[config.mk]
export PLATFORM = sky130hd
export DESIGN_NAME = uart_tx_cfg
export DESIGN_NICKNAME = d
export VERILOG_FILES = /design/src/rtl/uart_tx_cfg.sv
export SDC_FILE = /design/constraint.sdc
export NUM_CORES = 1
export LEC_CHECK = 0
export CAP_MARGIN = 30
export CORE_MARGIN = 5
export CORE_UTILIZATION = 57
export CTS_BUF_LIST = sky130_fd_sc_hd__clkbuf_16
export CTS_CLUSTER_DIAMETER = 100
export DETAILED_ROUTE_END_ITERATION = 6
export PLACE_DENSITY = 0.79
export REMOVE_ABC_BUFFERS = 1
export SLEW_MARGIN = 20
export SYNTH_ARGS = -nofsm -noshare
export SYNTH_HDL_FRONTEND = slang
export SYNTH_SLANG_ARGS = --single-unit
[constraint.sdc]
create_clock -name clk -period 3.5 [get_ports clk]
set_input_delay 0.35 -clock clk [delete_from_list [all_inputs] [get_ports clk]]
set_output_delay 0.35 -clock clk [all_outputs]
set_load 0.005 [all_outputs]
[src/rtl/uart_tx_cfg.sv]
// Buffered, runtime-configurable UART transmitter: FIFO, baud divisor, parity, 1/2 stop bits.
// Optional line-break generation is enabled by defining UART_TX_BREAK_EN.
module uart_tx_cfg #(
  parameter int DATA_BITS  = 8,
  parameter int FIFO_DEPTH = 4,
  parameter int DIV_W      = 16
) (
  input  logic                          clk,
  input  logic                          rst,
  input  logic [DIV_W-1:0]              baud_div,
  input  logic [1:0]                    parity_mode,
  input  logic                          two_stop,
  input  logic [DATA_BITS-1:0]          tx_data,
  input  logic                          tx_valid,
`ifdef UART_TX_BREAK_EN
  input  logic                          break_req,
`endif
  output logic                          tx_ready,
  output logic                          tx,
  output logic                          busy,
  output logic [$clog2(FIFO_DEPTH):0]   fifo_level
);

  localparam int PTR_W = $clog2(FIFO_DEPTH);
  localparam int LVL_W = PTR_W + 1;

  typedef enum logic [2:0] {
    S_IDLE,
    S_START,
    S_DATA,
    S_PARITY,
    S_STOP
`ifdef UART_TX_BREAK_EN
    , S_BREAK,
    S_GAP
`endif
  } state_t;

  state_t                 state, state_nx;
  logic [DATA_BITS-1:0]   mem [FIFO_DEPTH];
  logic [PTR_W-1:0]       wr_ptr, rd_ptr;
  logic [LVL_W-1:0]       level;
  logic [DIV_W-1:0]       div_q, baud_cnt;
  logic                   par_en_q, par_bit_q, two_q, stop_second;
  logic [DATA_BITS-1:0]   shreg;
  logic [3:0]             bit_idx;
  logic                   tx_q, busy_q, tx_nx;
  logic                   push, pop, bit_end, fifo_empty, last_stop;

  assign tx_ready   = (level != LVL_W'(FIFO_DEPTH));
  assign fifo_empty = (level == '0);
  assign push       = tx_valid && tx_ready;
  assign bit_end    = (baud_cnt == div_q);
  assign last_stop  = stop_second || !two_q;
  assign tx         = tx_q;
  assign busy       = busy_q;
  assign fifo_level = level;

  // NOTE: every output of this block gets a default first so no latch can be inferred.
  always_comb begin
    state_nx = state;
    pop      = 1'b0;
    tx_nx    = 1'b1;
    case (state)
      S_IDLE: begin
`ifdef UART_TX_BREAK_EN
        if (break_req) state_nx = S_BREAK;
        else
`endif
        if (!fifo_empty) begin
          pop      = 1'b1;
          state_nx = S_START;
        end
      end
      S_START: begin
        tx_nx = 1'b0;
        if (bit_end) state_nx = S_DATA;
      end
      S_DATA: begin
        tx_nx = shreg[0];
        if (bit_end && bit_idx == 4'(DATA_BITS - 1))
          state_nx = par_en_q ? S_PARITY : S_STOP;
      end
      S_PARITY: begin
        tx_nx = par_bit_q;
        if (bit_end) state_nx = S_STOP;
      end
      S_STOP: begin
        if (bit_end && last_stop) begin
          // Chain straight into the next frame when a word is waiting.
          if (!fifo_empty) begin
            pop      = 1'b1;
            state_nx = S_START;
          end else begin
            state_nx = S_IDLE;
          end
        end
      end
`ifdef UART_TX_BREAK_EN
      S_BREAK: begin
        tx_nx = 1'b0;
        if (!break_req) state_nx = S_GAP;
      end
      S_GAP: begin
        if (bit_end) state_nx = S_IDLE;
      end
`endif
      default: state_nx = S_IDLE;
    endcase
  end

  // NOTE: FIFO storage has no reset; pointers and level define which entries are valid.
  always_ff @(posedge clk) begin
    if (push) mem[wr_ptr] <= tx_data;
  end

  always_ff @(posedge clk) begin
    if (rst) begin
      state       <= S_IDLE;
      wr_ptr      <= '0;
      rd_ptr      <= '0;
      level       <= '0;
      div_q       <= '0;
      baud_cnt    <= '0;
      par_en_q    <= 1'b0;
      par_bit_q   <= 1'b0;
      two_q       <= 1'b0;
      stop_second <= 1'b0;
      shreg       <= '0;
      bit_idx     <= '0;
      tx_q        <= 1'b1;
      busy_q      <= 1'b0;
    end else begin
      state  <= state_nx;
      tx_q   <= tx_nx;
      busy_q <= (state != S_IDLE) || !fifo_empty;

      if (push) wr_ptr <= wr_ptr + 1'b1;
      case ({push, pop})
        2'b10:   level <= level + 1'b1;
        2'b01:   level <= level - 1'b1;
        default: level <= level;
      endcase

      if (pop) begin
        // Line configuration is frozen for the whole frame at pop time.
        rd_ptr      <= rd_ptr + 1'b1;
        shreg       <= mem[rd_ptr];
        div_q       <= baud_div;
        par_en_q    <= ^parity_mode;
        par_bit_q   <= (^mem[rd_ptr]) ^ parity_mode[1];
        two_q       <= two_stop;
        baud_cnt    <= '0;
        bit_idx     <= '0;
        stop_second <= 1'b0;
      end else begin
        if (state != S_IDLE) baud_cnt <= bit_end ? '0 : baud_cnt + 1'b1;
        if (state == S_DATA && bit_end) begin
          shreg   <= shreg >> 1;
          bit_idx <= bit_idx + 1'b1;
        end
        if (state == S_STOP && bit_end) stop_second <= 1'b1;
`ifdef UART_TX_BREAK_EN
        // Gap after a break is timed with the divisor present at release.
        if (state == S_BREAK) begin
          baud_cnt <= '0;
          div_q    <= baud_div;
        end
`endif
      end
    end
  end

endmodule

# ---- After elaboration in Yosys (flattened, before gate mapping)
# Memories as Yosys holds them, arrays and structs flattened. A register that Yosys moved wholly into a read port is not among the register bits.
# Index checks and enable logic that the tools add are counted.
dict set report word_totals {
  reg_bits 60
  mem_bits_rw 32
  input_bits 30
  output_inout_bits 6
  mem_count 1
}
# memory words width read_ports rd_ports_with_merged_regs write_ports line
set mem_list {}
lappend mem_list {mem 4 8 1 1 1 40} ;# logic [DATA_BITS-1:0] mem [FIFO_DEPTH];
dict set report classes {
  add_sub_neg 6
  n_eq_ne 14
  muxes 20
  bitwise 1
  reduce_logical 18
}
# op n
set op_table {}
lappend op_table {{two-way mux 3 bit} 6}
lappend op_table {{adder 16 x 1 -> 16 bit, second input constant} 1}
lappend op_table {{equality test 16 bit} 1}
lappend op_table {{two-way mux 16 bit} 1}
lappend op_table {{two-way mux 8 bit} 2}
lappend op_table {{case mux 3 bit (5 select lines)} 1}
lappend op_table {{!= test 2 bit, second input constant} 5}
lappend op_table {{XOR reduction 8 bit} 1}
lappend op_table {{equality test 3 x 2 -> 1 bit, second input constant} 2}
lappend op_table {{logical NOT 3 bit} 2}
lappend op_table {{case mux 3 bit (2 select lines)} 1}
lappend op_table {{logical AND 1 bit} 5}
lappend op_table {{two-way mux 1 bit} 5}
lappend op_table {{AND reduction 5 bit} 1}
lappend op_table {{adder 2 x 1 -> 2 bit, second input constant} 2}
lappend op_table {{adder 4 x 1 -> 4 bit, second input constant} 1}
lappend op_table {{equality test 4 x 3 -> 1 bit, second input constant} 1}
lappend op_table {{two-way mux 2 bit} 2}
lappend op_table {{nonzero test 2 bit} 2}
lappend op_table {{adder 3 x 1 -> 3 bit, second input constant} 1}
lappend op_table {{equality test 3 x 1 -> 1 bit, second input constant} 1}
lappend op_table {{equality test 3 bit, second input constant} 1}
lappend op_table {{!= test 3 bit, second input constant} 1}
lappend op_table {{case mux 1 bit (3 select lines)} 1}
lappend op_table {{other kinds (10)} 12}

# ---- Depth between registers and ports, before layout
dict set report depth {
  ltp_word 7
  ltp_mapped 13
}

# ---- Worst setup path after synthesis
# Ideal clock, no wire load.
dict set report synth_timing {
  path_type {register to register}
  start {register baud_cnt[3]}
  end {register level[2], in the netlist fifo_level[2]}
  setup_time_ns 0.070
  arrival_time_ns 2.893
  required_time_ns 3.430
  setup_slack_ns 0.537
  path_stages_with_launch 13
  n_path_buf 1
  cell_sequence {dfxtp_1 > xnor2_1 > nand4_1 > nor4_4 > a31oi_4 > inv_2 > buf_4 > ha_1 > inv_1 > fa_1 > xor2_1 > or3_1 > a21oi_1}
}
dict set report synth_via {
  elab_chain_cells 6
}
# item line
set synth_rtl {}
lappend synth_rtl {{from (decl)} 43} ;# logic [DIV_W-1:0] div_q, baud_cnt;
lappend synth_rtl {{from (signal assigned)} 157} ;# if (state != S_IDLE) baud_cnt <= bit_end ? '0 : baud_cnt + 1'b1;
lappend synth_rtl {{equality test 16 bit (*)} 53} ;# assign bit_end = (baud_cnt == div_q);
lappend synth_rtl {{logical AND 1 bit (*)} 89} ;# if (bit_end && last_stop) begin
lappend synth_rtl {{two-way mux 1 bit (*)} 89}
lappend synth_rtl {{case mux 1 bit (2 select lines) (*)} 64} ;# case (state)
lappend synth_rtl {{equality test 2 x 1 -> 1 bit / equality test 2 bit (equally long branches)} 139} ;# case ({push, pop})
lappend synth_rtl {{case mux 3 bit (2 select lines) / nonzero test 2 bit (equally long branches)} -}
lappend synth_rtl {{to (signal assigned)} 140} ;# 2'b10: level <= level + 1'b1;
lappend synth_rtl {{to (signal assigned)} 141} ;# 2'b01: level <= level - 1'b1;
lappend synth_rtl {{to (signal assigned)} 142} ;# default: level <= level;
lappend synth_rtl {{to (decl)} 42} ;# logic [LVL_W-1:0] level;
# Mark *: on every way between the ends. The rest lies on a longest branch, timed or not.
# A chain may end at the register's enable or synchronous reset.

# ---- Worst setup path in the final report
dict set report layout_timing {
  start {register baud_cnt[13]}
  end {register level[2], in the netlist fifo_level[2]}
}
# Same word-level chain as after synthesis.

==> summary.txt <==
Power
  • Total design power: ~4.2 mW
  • Leakage dissipation: approximately 1.7 nW
  • Max IR drop VDD: about 0.00066 V
  • Pwr/cell area: approximately 870 nW/um^2

Critical path
  • Delay-heaviest family, CP: simple AND/OR/NAND/NOR gates
  • CP cell instances: xnor2_1 > nand4_1 > nor4_4 > buf_4 > a31oi_4 > inv_2 > ha_1 > inv_1 > fa_1 > xor2_1 > or3_1 > a21oi_1
  • R2R cell count: 12
  • Crit path largest cell delay: between 0.4 and 0.5 ns
  • Crit path capture type: flop
  • Crit path DAT: between 2 and 3 ns
  • Setup CP Type: flop to flop
  • Worst R2R Setup Slack: between 0.8 and 0.9 ns
  • Critical Path RT: between 3 and 4 ns
  • Worst path buffer plus inverter count: 3
  • Critical Path Source Type: flop
  • Reg-to-Reg End: fifo_level[2]
  • R2r startpoint: baud_cnt[13]
  • Worst Path Max Fanout: 9
  • Slowest CP cell: dfxtp_1

Synth
  • Synth top cells by count: dfxtp_1 (62), nand2_1 (53), a21oi_1 (35)
  • Share of synthesized registers carrying an async set or reset: 0
  • Synth warn: 0
  • Unique masters post-synth: 34
  • Synth top area cells: dfxtp_1 (31%), edfxtp_1 (24%), xnor2_1 (5.8%)
  • Gate Count Post-Synth: approximately 380
  • Number of synthesized register bits: 94
  • Seq/Total Area, Yosys: 0.544
  • Share of the synthesized area in the top cell type: 0.307
  • Top-count cell post-synth: dfxtp_1
  • Syn Area/Cell: around 11 sq um
  • Mapped cell area: a little over 4000 sq um
  • Ys flop type: dfxtp_1
  • Number of synthesized flops with an enable pin: 32
  • Synth area leader: dfxtp_1

Layout
  • Layout Nets: ~450
  • Antenna Cells: 0
  • Layout cell share with drive strength beyond 1: 0.0760
  • Storage cell area: around 2200 sq um
  • Synth-to-Final Area Change: 18.4%
  • Layout Cells excl Fill: 517
  • Area of the multi-input gates: 1720 sq um
  • Final core utilization: 0.697
  • Filler instances: between 400 and 500

Timing
  • Sum Neg Setup Slack: 0 ns
  • Max Fclk: 372 MHz
  • Worst-Margin Slew: 0.663 ns
  • Slew headroom: 0.555
  • Hold Violations, Final: 0
  • RSZ-0062 raised after global routing: no
  • Min Tclk post-route: 2.69 ns
  • Max Slew Vio Count: 0
  • Final Setup Violations: 0
  • Setup ws final: roughly 0.8 ns
  • Fin crit share: 0.768
  • Clock Skews: 0.00708 ns

Flow run
  • Max Cap Violations: 0

Floorplanning
  • Die ar.: roughly 9000 sq um
  • Num ports: 36
  • Row count: 30
  • Die height: around 94 microns
  • Die X-Extent: ~94 microns
  • Starting density of the core: 0.589
  • Core Area: roughly 6900 sq um

Drt
  • Final WL: 7540 microns
  • Vias: around 2,800
  • WL per Instance: between 10 and 15 microns
  • Remaining DRCs: 0
  • ANT nets after route: 0
  • Initial DRC Count: about 140
  • Initial DRT Pass Iterations: 4
  • Via density: roughly 5.4

Global routing
  • Total gr overflow: 0
  • Total track usage: 0.190
  • First-pass GRT wire length: between 10,000 and 15,000 microns
  • Initial antenna violation count: 0
  • Largest net degree at the start of global routing: 46
  • Vias in the first global route: between 2,000 and 3,000

Place
  • Place WS: around 0.82 ns
  • Placed cells: 501
  • PortBufs: 35
  • Gp weighted congestion: 0.804
  • Hpwl dp: between 5000 and 6000 microns

CTS
  • H-tree depth: 3
  • Setup bufs post-CTS: 0
  • Clk slew on worst S/H paths: around 0.070 ns
  • CTS Sinks: 94
  • Worst-skew pair later-pin latency: ~0.34 ns
  • Post-cts resize count: 0
  • CTS tree: done
  • Max Root-Sink Buffers: 2
  • Post-CTS Hold Buffers: 0
  • CTS root buf: clkbuf_16
  • CTS buffer count: 9

Worst hold path
  • Cells on Worst Hold Path: 2
  • Hold path startpoint: stop_second
  • Hold Path Sink: stop_second
  • Hold Crit Class: flop to flop

Status
  • Status: finished clean
==> where the power goes <==
group | switching, mW | total (mW) | leakage, nW | internal [mW]
clock | 0.408 | 1.03 | 0.150 | 0.627
combinational | 0.905 | 1.59 | 0.764 | 0.687
sequential | 0.186 | 1.54 | 0.800 | 1.36
==> worst min-delay path, stage by stage (launching register included) <==
cell and delay [ns]:
dfxtp_1 0.30, nand2_1 0.05, a21oi_1 0.05
==> final cells by class <==
cell class	count	area share
clock buffer	9	0.0470
clock inverter	7	0.0201
inverter	12	0.00940
multi-input combinational	260	0.359
sequential	94	0.460
tap	96	0.0251
timing repair buffer	39	0.0794
==> metrics by stage <==
| step | hold slack [ns] | instance area (sq um) |
|---|---|---|
| 5_1_grt | 0.476 | 4790 |
| 4_1_cts | 0.450 | 4790 |
| 6_report | 0.448 | 4790 |
| 2_1_floorplan | 0.419 | 3970 |
| 3_5_place_dp | 0.442 | 4470 |
| 3_3_place_gp | 0.440 | 4470 |
==> logic make-up (layout without fill, tap and decap cells) <==
group                    Yosys count  count (layout)  synth area share
buffers and inverters             30              67            0.0303
flip-flops                        94              94             0.544
multiplexers                      16              16            0.0643
adder cells (fa/ha/maj)            8               8            0.0266
XOR/XNOR                          42              42            0.0943
AO/OA/AOI/OAI                     59              59            0.0863
AND/OR/NAND/NOR                  135             135             0.154
==> layout by cell type (no fill, tap or decap), types with 2 or more instances in the layout <==
cell type        instances
dfxtp_1                 62
nand2_1                 53
a21oi_1                 35
clkdlybuf4s50_1         35
nor2_1                  33
edfxtp_1                32
xnor2_1                 27
xor2_1                  14
inv_1                   11
nand3_1                 11
o21ai_0                 10
and3_1                   9
a211oi_1                 9
clkbuf_16                9
nor3_1                   8
or3_1                    8
mux2i_1                  8
mux4_2                   8
ha_1                     7
nand4_1                  6
buf_4                    4
nand2b_1                 2
a211o_1                  2
nand3b_1                 2
clkinvlp_4               2
bufinv_16                2
==> layer usage <==
| layer | vias up | global-route usage | wire length [microns] |
|---|---|---|---|
| met5 | - | 0 | 0 |
| met4 | 0 | 0.0758 | 157 |
| met3 | 15 | 0.0505 | 294 |
| met2 | 50 | 0.320 | 3690 |
| met1 | 1306 | 0.232 | 3400 |
| li1 | 1397 | - | - |
==> flip-flops by register name (all words and copies together), names as in the netlist, 3 cells and up, named ones only <==
signal and flops:
div_q 16, fifo_level 3, baud_cnt 16, bit_idx 4, shreg 8, mem 32, state 3
==> worst max-delay path by stage <==
stage / from / to / depth (start not counted)
floorplan: baud_cnt[3] / fifo_level[2] / 11
global placement: baud_cnt[3] / fifo_level[2] / 12
detailed placement: baud_cnt[9] / fifo_level[2] / 12
CTS: baud_cnt[9] / fifo_level[2] / 12
global route: baud_cnt[9] / fifo_level[2] / 12
finish: baud_cnt[13] / fifo_level[2] / 12
(Power assumes the default switching activity.)
